==> src/rtl/simd_sfu_sched_pkg.sv <==
// Shared types and helpers for the SIMD special-function-unit scheduler.
package simd_sfu_sched_pkg;

    typedef enum logic [2:0] {
        IDLE,
        ARB,
        START,
        WAIT,
        RESP,
        ERR
    } sched_state_e;

    localparam logic [1:0] OP_NOP = 2'd0;
    localparam logic [1:0] OP_MAC = 2'd1;
    localparam logic [1:0] OP_EXP = 2'd2;
    localparam logic [1:0] OP_DIV = 2'd3;

    // Index width for n items, never narrower than one bit.
    function automatic int unsigned lane_w(input int unsigned n);
        return (n > 1) ? $clog2(n) : 1;
    endfunction

endpackage

==> src/rtl/simd_sfu_sched_if.sv <==
// Lane-side and SFU-side signals of the scheduler; master is the scheduler.
interface simd_sfu_sched_if
    import simd_sfu_sched_pkg::*;
#(
    parameter int unsigned NUM_LANES = 32,
    parameter int unsigned DATA_W    = 32,
    parameter int unsigned OP_W      = 2
);
    localparam int unsigned LANE_W = lane_w(NUM_LANES);

    logic                      cntl__sched__enable;
    logic                      cntl__sched__clear_err;
    logic [NUM_LANES-1:0]      lane__sched__req_valid;
    logic [NUM_LANES*OP_W-1:0] lane__sched__req_op;
    logic [NUM_LANES-1:0]      sched__lane__grant;
    logic [LANE_W-1:0]         sched__sfu__sel;
    logic [OP_W-1:0]           sched__sfu__op;
    logic                      sched__sfu__start;
    logic                      sfu__sched__complete;
    logic [DATA_W-1:0]         sfu__sched__result;
    logic                      sched__lane__rsp_valid;
    logic [LANE_W-1:0]         sched__lane__rsp_lane;
    logic [DATA_W-1:0]         sched__lane__rsp_data;
    logic                      lane__sched__rsp_ready;
    logic                      sched__cntl__idle;
    logic                      sched__cntl__error;

    modport master (
        input  cntl__sched__enable, cntl__sched__clear_err,
               lane__sched__req_valid, lane__sched__req_op,
               sfu__sched__complete, sfu__sched__result, lane__sched__rsp_ready,
        output sched__lane__grant, sched__sfu__sel, sched__sfu__op, sched__sfu__start,
               sched__lane__rsp_valid, sched__lane__rsp_lane, sched__lane__rsp_data,
               sched__cntl__idle, sched__cntl__error
    );

    modport slave (
        output cntl__sched__enable, cntl__sched__clear_err,
               lane__sched__req_valid, lane__sched__req_op,
               sfu__sched__complete, sfu__sched__result, lane__sched__rsp_ready,
        input  sched__lane__grant, sched__sfu__sel, sched__sfu__op, sched__sfu__start,
               sched__lane__rsp_valid, sched__lane__rsp_lane, sched__lane__rsp_data,
               sched__cntl__idle, sched__cntl__error
    );

endinterface

==> src/rtl/simd_sfu_sched_rr_arbiter.sv <==
// Combinational round-robin pick: first request at or after the pointer, wrapping.
module simd_rr_arbiter
    import simd_sfu_sched_pkg::*;
#(
    parameter int unsigned N = 32,
    localparam int unsigned IW = lane_w(N)
) (
    input  logic [N-1:0]  i_req,
    input  logic [IW-1:0] i_ptr,
    output logic [IW-1:0] o_idx,
    output logic          o_found
);

    // Index arithmetic wraps naturally because N is a power of two.
    always_comb begin
        o_idx   = '0;
        o_found = 1'b0;
        for (int i = 0; i < int'(N); i++) begin
            if (!o_found && i_req[i_ptr + IW'(i)]) begin
                o_idx   = i_ptr + IW'(i);
                o_found = 1'b1;
            end
        end
    end

endmodule

==> src/rtl/simd_sfu_sched.sv <==
// Shares the single SFU among the execution lanes: round-robin grant, start, watchdog wait, response.
module simd_sfu_sched
    import simd_sfu_sched_pkg::*;
#(
    parameter int unsigned NUM_LANES = 32,
    parameter int unsigned DATA_W    = 32,
    parameter int unsigned OP_W      = 2,
    parameter int unsigned TIMEOUT   = 64
) (
    input logic              clk,
    input logic              reset_poweron,
    simd_sfu_sched_if.master bus
);
    localparam int unsigned LANE_W = lane_w(NUM_LANES);
    localparam int unsigned WDOG_W = lane_w(TIMEOUT);

    sched_state_e         r_state,     w_state_nxt;
    logic [LANE_W-1:0]    r_ptr,       w_ptr_nxt;
    logic [LANE_W-1:0]    r_win,       w_win_nxt;
    logic [OP_W-1:0]      r_op,        w_op_nxt;
    logic [NUM_LANES-1:0] r_grant,     w_grant_nxt;
    logic                 r_start,     w_start_nxt;
    logic [WDOG_W-1:0]    r_wdog,      w_wdog_nxt;
    logic                 r_rsp_valid, w_rsp_valid_nxt;
    logic [DATA_W-1:0]    r_rsp_data,  w_rsp_data_nxt;
    logic                 r_idle,      w_idle_nxt;
    logic                 r_error,     w_error_nxt;

    logic [LANE_W-1:0]    w_arb_idx;
    logic                 w_arb_found;
    logic [OP_W-1:0]      w_arb_op;

    simd_rr_arbiter #(.N(NUM_LANES)) u_arb (
        .i_req   (bus.lane__sched__req_valid),
        .i_ptr   (r_ptr),
        .o_idx   (w_arb_idx),
        .o_found (w_arb_found)
    );

    assign w_arb_op = bus.lane__sched__req_op[w_arb_idx * OP_W +: OP_W];

    always_ff @(posedge clk or posedge reset_poweron) begin
        if (reset_poweron) begin
            r_state     <= IDLE;
            r_ptr       <= '0;
            r_win       <= '0;
            r_op        <= '0;
            r_grant     <= '0;
            r_start     <= 1'b0;
            r_wdog      <= '0;
            r_rsp_valid <= 1'b0;
            r_rsp_data  <= '0;
            r_idle      <= 1'b1;
            r_error     <= 1'b0;
        end else begin
            r_state     <= w_state_nxt;
            r_ptr       <= w_ptr_nxt;
            r_win       <= w_win_nxt;
            r_op        <= w_op_nxt;
            r_grant     <= w_grant_nxt;
            r_start     <= w_start_nxt;
            r_wdog      <= w_wdog_nxt;
            r_rsp_valid <= w_rsp_valid_nxt;
            r_rsp_data  <= w_rsp_data_nxt;
            r_idle      <= w_idle_nxt;
            r_error     <= w_error_nxt;
        end
    end

    // Winner is latched on the IDLE->ARB edge so grant/sel/op are visible throughout ARB.
    always_comb begin
        w_state_nxt     = r_state;
        w_ptr_nxt       = r_ptr;
        w_win_nxt       = r_win;
        w_op_nxt        = r_op;
        w_grant_nxt     = r_grant;
        w_start_nxt     = 1'b0;
        w_wdog_nxt      = r_wdog;
        w_rsp_valid_nxt = r_rsp_valid;
        w_rsp_data_nxt  = r_rsp_data;
        w_idle_nxt      = r_idle;
        w_error_nxt     = r_error;

        case (r_state)
            IDLE: begin
                if (bus.cntl__sched__enable && w_arb_found) begin
                    w_state_nxt = ARB;
                    w_win_nxt   = w_arb_idx;
                    w_op_nxt    = w_arb_op;
                    w_grant_nxt = NUM_LANES'(1) << w_arb_idx;
                    w_idle_nxt  = 1'b0;
                end
            end
            ARB: begin
                if (r_op == OP_W'(OP_NOP)) begin
                    w_state_nxt     = RESP;
                    w_rsp_valid_nxt = 1'b1;
                    w_rsp_data_nxt  = '0;
                end else begin
                    w_state_nxt = START;
                    w_start_nxt = 1'b1;
                    w_wdog_nxt  = '0;
                end
            end
            START: begin
                w_state_nxt = WAIT;
            end
            WAIT: begin
                // Completion takes priority over the watchdog limit.
                if (bus.sfu__sched__complete) begin
                    w_state_nxt     = RESP;
                    w_rsp_valid_nxt = 1'b1;
                    w_rsp_data_nxt  = bus.sfu__sched__result;
                end else if (r_wdog == WDOG_W'(TIMEOUT - 1)) begin
                    w_state_nxt = ERR;
                    w_error_nxt = 1'b1;
                    w_grant_nxt = '0;
                end else begin
                    w_wdog_nxt = r_wdog + WDOG_W'(1);
                end
            end
            RESP: begin
                if (bus.lane__sched__rsp_ready) begin
                    w_state_nxt     = IDLE;
                    w_rsp_valid_nxt = 1'b0;
                    w_grant_nxt     = '0;
                    w_ptr_nxt       = r_win + LANE_W'(1);
                    w_idle_nxt      = 1'b1;
                end
            end
            ERR: begin
                if (bus.cntl__sched__clear_err) begin
                    w_state_nxt = IDLE;
                    w_error_nxt = 1'b0;
                    w_idle_nxt  = 1'b1;
                end
            end
            default: begin
                w_state_nxt = IDLE;
                w_grant_nxt = '0;
                w_idle_nxt  = 1'b1;
                w_error_nxt = 1'b0;
            end
        endcase
    end

    assign bus.sched__lane__grant     = r_grant;
    assign bus.sched__sfu__sel        = r_win;
    assign bus.sched__sfu__op         = r_op;
    assign bus.sched__sfu__start      = r_start;
    assign bus.sched__lane__rsp_valid = r_rsp_valid;
    assign bus.sched__lane__rsp_lane  = r_win;
    assign bus.sched__lane__rsp_data  = r_rsp_data;
    assign bus.sched__cntl__idle      = r_idle;
    assign bus.sched__cntl__error     = r_error;

endmodule
==> src/flat_wrapper.sv <==
// flat-port wrapper written by rule: the top's interface ports become plain ports
module simd_sfu_sched_flat import simd_sfu_sched_pkg::*;
#(
    parameter int unsigned NUM_LANES = 32,
    parameter int unsigned DATA_W    = 32,
    parameter int unsigned OP_W      = 2,
    parameter int unsigned TIMEOUT   = 64
)
  (clk, reset_poweron, bus_cntl__sched__enable, bus_cntl__sched__clear_err, bus_lane__sched__req_valid, bus_lane__sched__req_op, bus_sfu__sched__complete, bus_sfu__sched__result, bus_lane__sched__rsp_ready, bus_sched__lane__grant, bus_sched__sfu__sel, bus_sched__sfu__op, bus_sched__sfu__start, bus_sched__lane__rsp_valid, bus_sched__lane__rsp_lane, bus_sched__lane__rsp_data, bus_sched__cntl__idle, bus_sched__cntl__error);
  simd_sfu_sched_if #(.NUM_LANES(NUM_LANES), .DATA_W(DATA_W), .OP_W(OP_W)) bus_i ();
  input logic clk;
  input logic reset_poweron;
  input wire logic [$bits(bus_i.cntl__sched__enable)-1:0] bus_cntl__sched__enable;
  input wire logic [$bits(bus_i.cntl__sched__clear_err)-1:0] bus_cntl__sched__clear_err;
  input wire logic [$bits(bus_i.lane__sched__req_valid)-1:0] bus_lane__sched__req_valid;
  input wire logic [$bits(bus_i.lane__sched__req_op)-1:0] bus_lane__sched__req_op;
  input wire logic [$bits(bus_i.sfu__sched__complete)-1:0] bus_sfu__sched__complete;
  input wire logic [$bits(bus_i.sfu__sched__result)-1:0] bus_sfu__sched__result;
  input wire logic [$bits(bus_i.lane__sched__rsp_ready)-1:0] bus_lane__sched__rsp_ready;
  output wire logic [$bits(bus_i.sched__lane__grant)-1:0] bus_sched__lane__grant;
  output wire logic [$bits(bus_i.sched__sfu__sel)-1:0] bus_sched__sfu__sel;
  output wire logic [$bits(bus_i.sched__sfu__op)-1:0] bus_sched__sfu__op;
  output wire logic [$bits(bus_i.sched__sfu__start)-1:0] bus_sched__sfu__start;
  output wire logic [$bits(bus_i.sched__lane__rsp_valid)-1:0] bus_sched__lane__rsp_valid;
  output wire logic [$bits(bus_i.sched__lane__rsp_lane)-1:0] bus_sched__lane__rsp_lane;
  output wire logic [$bits(bus_i.sched__lane__rsp_data)-1:0] bus_sched__lane__rsp_data;
  output wire logic [$bits(bus_i.sched__cntl__idle)-1:0] bus_sched__cntl__idle;
  output wire logic [$bits(bus_i.sched__cntl__error)-1:0] bus_sched__cntl__error;
  assign bus_i.cntl__sched__enable = bus_cntl__sched__enable;
  assign bus_i.cntl__sched__clear_err = bus_cntl__sched__clear_err;
  assign bus_i.lane__sched__req_valid = bus_lane__sched__req_valid;
  assign bus_i.lane__sched__req_op = bus_lane__sched__req_op;
  assign bus_i.sfu__sched__complete = bus_sfu__sched__complete;
  assign bus_i.sfu__sched__result = bus_sfu__sched__result;
  assign bus_i.lane__sched__rsp_ready = bus_lane__sched__rsp_ready;
  assign bus_sched__lane__grant = bus_i.sched__lane__grant;
  assign bus_sched__sfu__sel = bus_i.sched__sfu__sel;
  assign bus_sched__sfu__op = bus_i.sched__sfu__op;
  assign bus_sched__sfu__start = bus_i.sched__sfu__start;
  assign bus_sched__lane__rsp_valid = bus_i.sched__lane__rsp_valid;
  assign bus_sched__lane__rsp_lane = bus_i.sched__lane__rsp_lane;
  assign bus_sched__lane__rsp_data = bus_i.sched__lane__rsp_data;
  assign bus_sched__cntl__idle = bus_i.sched__cntl__idle;
  assign bus_sched__cntl__error = bus_i.sched__cntl__error;
  simd_sfu_sched #(.NUM_LANES(NUM_LANES), .DATA_W(DATA_W), .OP_W(OP_W), .TIMEOUT(TIMEOUT)) u_core (.clk(clk), .reset_poweron(reset_poweron), .bus(bus_i));
endmodule
==> config.mk <==
export PLATFORM = sky130hd
export DESIGN_NAME = simd_sfu_sched_flat
export DESIGN_NICKNAME = d
export VERILOG_FILES = /design/src/rtl/simd_sfu_sched_pkg.sv /design/src/rtl/simd_sfu_sched_if.sv /design/src/rtl/simd_sfu_sched_rr_arbiter.sv /design/src/rtl/simd_sfu_sched.sv /design/src/flat_wrapper.sv
export SDC_FILE = /design/constraint.sdc
export NUM_CORES = 1
export LEC_CHECK = 0
export CAP_MARGIN = 20
export CORE_MARGIN = 3
export CORE_UTILIZATION = 65
export CTS_CLUSTER_SIZE = 40
export DETAILED_ROUTE_END_ITERATION = 8
export DONT_BUFFER_PORTS = 1
export GPL_TIMING_DRIVEN = 0
export PLACE_DENSITY = 0.81
export SETUP_SLACK_MARGIN = 0.05
export SLEW_MARGIN = 5
export SYNTH_ARGS = -nofsm -noshare
export SYNTH_HDL_FRONTEND = slang
export SYNTH_HIERARCHICAL = 1
export SYNTH_SLANG_ARGS = --single-unit
==> constraint.sdc <==
create_clock -name clk -period 8.1 [get_ports clk]
set_clock_uncertainty 0.2 [all_clocks]
set_input_delay 0.81 -clock clk [delete_from_list [all_inputs] [get_ports clk]]
set_output_delay 0.81 -clock clk [all_outputs]
set_load 0.03 [all_outputs]
Word-level counts from Yosys, hierarchy flattened
Index checks and enable logic that the tools add are counted.
Cells by class
  add/subtract/negate cells: 33
  multiply operators: 0
  div/mod/pow operators: 0
  magnitude comparators: 32
  equality and inequality tests: 16
  shift operators: 2
  muxes and demuxes: 161
  bitwise operators: 3
  reduce and logical (&&, ||, !) cells: 79
Operators by type and width (number)
  $lt A5 B6 Y1 const B: 32
  $mux W32: 6
  $bmux W1 S5: 32
  $mux W5: 32
  $pmux W32 S4: 1
  $add A5 B5 Y5 const B: 16
  $mux W1: 75
  $pmux W32 S2: 1
  $shiftx A64 B7 Y2: 1
  $add A5 B4 Y5 const B: 8
  $logic_and A1 B1 Y1: 32
  $shl A1 B5 Y32 const A: 1
  $logic_not A1 Y1: 31
  $add A5 B3 Y5 const B: 4
  $reduce_and A4 Y1: 5
  $mux W3: 6
  $mux W6: 3
  $pmux W3 S6: 1
  $ne A2 B2 Y1 const B: 6
  $pmux W6 S2: 1
  $add A5 B1 Y5 const B: 2
  $add A5 B2 Y5 const B: 2
  $add A6 B1 Y6 const B: 1
  $eq A3 B2 Y1 const B: 2
  17 further kinds: 25
Storage, ports and cells
  flip-flop bits (word level): 89
  bits in latches: 0
  bits in writable memories: 0
  ROM bits: 0
  input port bits: 134
  output and inout port bits: 80
  logic and storage cells: 337
  memories: 0

Longest topological paths before layout
  word-level depth: 99
  gate-level depth with buffers: 28
  gate-level depth less buffers: 19

Hierarchy
The synthesis kept the hierarchy.
Modules (own cells, without submodules)
  simd_rr_arbiter: instances 1, cells each 758, area an instance 6216.0 um^2, seq. area each 0.0 um^2
  simd_sfu_sched: instances 1, cells each 455, area an instance 4404.2 um^2, seq. area each 2228.4 um^2

Least setup slack after synthesis
OpenSTA, ideal clock, no wires.
  path type: register to register
  start point: reg u_core.r_ptr[0]
  end point: reg u_core.r_op[0] (netlist: u_core/bus.sched__sfu__op[0])
  library setup time: 0.126 ns
  data arrival time: 6.783 ns
  data required time: 7.774 ns
  path slack: 0.991 ns
  cell stages (with the launch flop): 26
  path buffers: 7
  clock period less this slack: 7.109 ns
  cells stage by stage: dfrtp_1 > buf_2 > buf_2 > inv_2 > buf_2 > buf_1 > ha_1 > buf_2 > buf_1 > mux4_2 > nand2_1 > nand2_1 > mux4_2 > or3b_2 > or3_1 > nor3_1 > o21ai_0 > a21boi_0 > nand3_1 > nor4_1 > a31oi_1 > buf_6 > mux4_2 > a22oi_1 > nand3_1 > a221o_1
Between the ends
  elaborated cells between the ends (all ways): 224
  those cells by class: 31 x add/sub; 1 x shift; 128 x mux; 64 x reduce/logical
RTL lines
  start: declaration: line simd_sfu_sched.sv:18  | logic [LANE_W-1:0] r_ptr, w_ptr_nxt;
  start signal: assignment: line simd_sfu_sched.sv:57  | r_ptr <= w_ptr_nxt;
  branches (longest 95 deep; another with $add A5 B1 Y5)
  $mux W5 *: line simd_sfu_sched_rr_arbiter.sv:19  | if (!o_found && i_req[i_ptr + IW'(i)]) begin
  net u_core.w_arb_idx[0]: line simd_sfu_sched.sv:29  | logic [LANE_W-1:0] w_arb_idx;
  $shiftx A64 B7 Y2 *: line simd_sfu_sched.sv:40  | assign w_arb_op = bus.lane__sched__req_op[w_arb_idx * OP_W +: OP_W];
  end signal: assignment: line simd_sfu_sched.sv:59  | r_op <= w_op_nxt;
  end: declaration: line simd_sfu_sched.sv:20  | logic [OP_W-1:0] r_op, w_op_nxt;
Mark *: on every way through the listed nets, which the timed path passes. The select of a mux whose other input is x is not followed.
A chain may end at the register's enable or synchronous reset.

Worst setup path after layout
  start point: reg u_core.r_ptr[1]
  end point: reg u_core.r_op[1] (netlist: u_core/bus.sched__sfu__op[1])
The elaborated chain is that of the path after synthesis.

==> impl_metrics.yaml <==
final_layout:
  area_growth_pct: 7.69
  layout_commonest_cell: "nand2_1"
  finalNetCount: 1382
  fin_util_pct: 71.7
  drive_above_1_share_pct: 20.3
  mostFrequentLayoutCells: "nand2_1 (208), dfrtp_1 (88), mux4_2 (82)"
sta:
  finalHoldViolations: 0
  min_period_ns: 7.86
  maxSlewHeadroom_pct: 28.3
  fmax_mhz: 127
  setup_viol: 0
  finalCritPeriodShare_pct: 97.1
  grt_setup_unrepaired: "no"
  tightest_slew_ns: 1.07
  slew_viol_final: 0
route:
  viasPerCell: 7.49
  antenna_left: 0
  num_vias: 10900
  dr.pass1.iters: 6
  drc: 0
  drtIter0Drc: 1629
  post_drt_wl_per_cell_um: 26.8
  wl_um: 39100
die:
  rows: 46
  die_x_um: 134
  design.die.area_sq_um: 17900
  fp.dieH_um: 134
  fp.coreArea_sq_um: 15900
  start_util_pct: 66.6
  ios: 214
synthesis:
  ys_warn_count: 6
  synth_async_sr_flop_share_pct: 100
  synth-main-ff-cell: "dfrtp_1"
  yosys-mux-area-fraction_pct: 29.7
  ys_seq_elements: 89
  synth_cell_types: 92
  synth_fp_nets: 1361
  synth_edf_count: 0
  syn_inst: 1213
  seq_area_frac_synth_pct: 21.0
  avgSynthCellArea_sq_um: 8.76
  synth_top_family_by_area: "multiplexers"
  synthSimpleGateAreaFrac_pct: 21.7
  synth.cell_area_sq_um: 10600
  synth_compound_area_share_pct: 17.8
  synthAdderAreaFrac_pct: 1.65
  synth-xor-area-share_pct: 2.89
clock_tree:
  worstSkewPairLatency_ns: 0.35
  clkSlewWorstSetupHoldPaths_ns: 0.07
  cts_tree: "built"
  clock_path_buffers: 2
  cts_root_buf: "clkbuf_16"
  htreeDepth: 3
  numCtsBuffers: 9
  clkSinkCount: 89
global_route:
  grt-ovfl-total: 0
  grt_pass1_wl_um: 59600
  antenna_found_initial: 1
  grt_pass1_vias: 10300
  grt_max_degree: 57
  gr-usage-all-layers_pct: 42.6
setup_path:
  worstRegToRegCells: 24
  crit_fanout: 10
  crit_type: "reg2reg"
  end_kind: "flop"
  critPathRequiredTime_ns: 8.12
  crit_path_frequent_cell: "buf_6"
  crit_path_start_kind: "flop"
  max_stage_delay_ns: 0.51
  crit_chain: "buf_6 -> buf_6 -> buf_6 -> buf_4 -> clkinvlp_4 -> buf_4 -> ha_1 -> xnor2_4 -> mux4_2 -> mux2_2 -> mux2i_2 -> o2111ai_2 -> or2_1 -> or4_1 -> buf_2 -> o221a_2 -> o211ai_1 -> nand4_1 -> nand3_1 -> clkbuf_4 -> mux4_2 -> a22oi_1 -> nand3_1 -> a221o_1"
  critical_path_arrival_ns: 7.89
  crit_path_top_delay_cell: "or4_1"
place:
  hpwl_um: 30100
  io_buffer_count: 0
  gp_congestion: 1.10
status:
  outcome: "finished, final reports clean"
run:
  max_cap_viol_count: 0
min_path:
  hp-class: "in2async"
==> sequential cells by signal, indices dropped and copies added, names as in the netlist, 2 cells and up <==
name / cells
u_core/bus.sched__lane__grant: 32
u_core/bus.sched__lane__rsp_data: 32
u_core/r_ptr: 5
u_core/bus.sched__sfu__op: 2
u_core/bus.sched__lane__rsp_lane: 5
u_core/r_state: 3
u_core/r_wdog: 6
==> path summary, 6_finish.rpt <==
kind | end | slack, ns | startpoint
setup / recovery | u_core/bus.sched__sfu__op[1] | 0.24 | u_core/r_ptr[1]
hold / removal | u_core/bus.sched__sfu__op[0] | 0.15 | reset_poweron
setup reg to reg | u_core/bus.sched__sfu__op[1] | 0.24 | u_core/r_ptr[1]
hold reg to reg | u_core/r_wdog[4] | 0.30 | u_core/r_wdog[4]
max in group asynchronous | u_core/bus.sched__cntl__idle | 6.91 | reset_poweron
min in group clk | u_core/r_wdog[4] | 0.30 | u_core/r_wdog[4]
==> per-stage QoR <==
step | TNS (ns) | hold WS [ns] | instances | area (sq um) | setup slack, ns
floorplan | 0 | 0.250 | 1213 | 10600 | 0.991
global placement | -21.13 | 0.270 | 1429 | 10900 | -0.921
detailed placement | -22.75 | 0.281 | 1431 | 10900 | -0.911
CTS | 0 | 0.159 | 1448 | 11300 | 0.0666
global route | 0 | 0.174 | 1455 | 11400 | 0.0679
finish | 0 | 0.147 | 1456 | 11400 | 0.235
==> cell type report <==
class	count	area, sq um
antenna	1	2.50
clock buffer	9	225
inverter	29	118
sequential	89	2230
fill	1266	4510
tap	216	270
buffer	88	470
timing repair buffer	12	110
multi-input combinational	1005	7930
clock inverter	7	82.6
==> synthesized netlist by cell type, types with 9 or more instances <==
master / count / area [sq um]
mux2_2: 47 / 529
clkbuf_1: 42 / 158
o31ai_1: 38 / 285
nor4_1: 11 / 68.8
or3_1: 11 / 68.8
mux4_2: 82 / 1850
nand3_1: 70 / 350
nor2b_1: 18 / 113
a211oi_1: 9 / 67.6
and3_1: 10 / 62.6
nor2_1: 68 / 255
a22oi_1: 11 / 82.6
a21oi_1: 52 / 260
o211ai_1: 12 / 90.1
nand4_1: 9 / 56.3
nand2_1: 208 / 781
dfrtp_1: 88 / 2200
nor3_1: 20 / 100
o221ai_1: 9 / 78.8
buf_1: 10 / 37.5
inv_1: 23 / 86.3
o22ai_1: 10 / 62.6
nand2b_1: 13 / 81.3
ha_1: 14 / 175
o21ai_0: 45 / 225
mux2i_1: 67 / 671
a31oi_1: 12 / 75.1
buf_2: 23 / 115
xnor2_1: 27 / 236
==> timing repair <==
action                     4_1_cts  5_1_grt
hold buffers                     0        0
cloned                           0        0
gates resized for setup         18       19
setup buffers                    3        4
pin swaps                        0        2
setup endpoints to repair       38       34
==> routing by layer <==
layer | GRT usage [%] | part of all wire, %
met2 | 61.7 | 42
met3 | 17.3 | 16
met1 | 57.3 | 36
met4 | 17.3 | 5.2
met5 | 0 | 0
==> critical path: cells and delay by family (launching register included) <==
family | cells | cell delay (ns)
xor gates and xnor gates | 1 | 0.40
DFF | 1 | 0.49
AOI/OAI and AO/OA | 5 | 1.43
and+or+nand+nor | 5 | 1.40
buffers and inverters | 8 | 1.81
adders and majority gates | 1 | 0.36
muxes | 4 | 1.61
==> cells by family (layout without fill, tap and decap cells) <==
kind of cell,after synthesis,count (layout)
adder cells (fa/ha/maj),14,14
multiplexers,201,201
other,0,1
AND/OR/NAND/NOR,480,480
flip-flops,89,89
AO/OA/AOI/OAI,275,275
buffers and inverters,119,145
XOR/XNOR,35,35
Power is not shown: default switching activity piles up to over one toggle a cycle in this logic, so the estimate is an artifact.
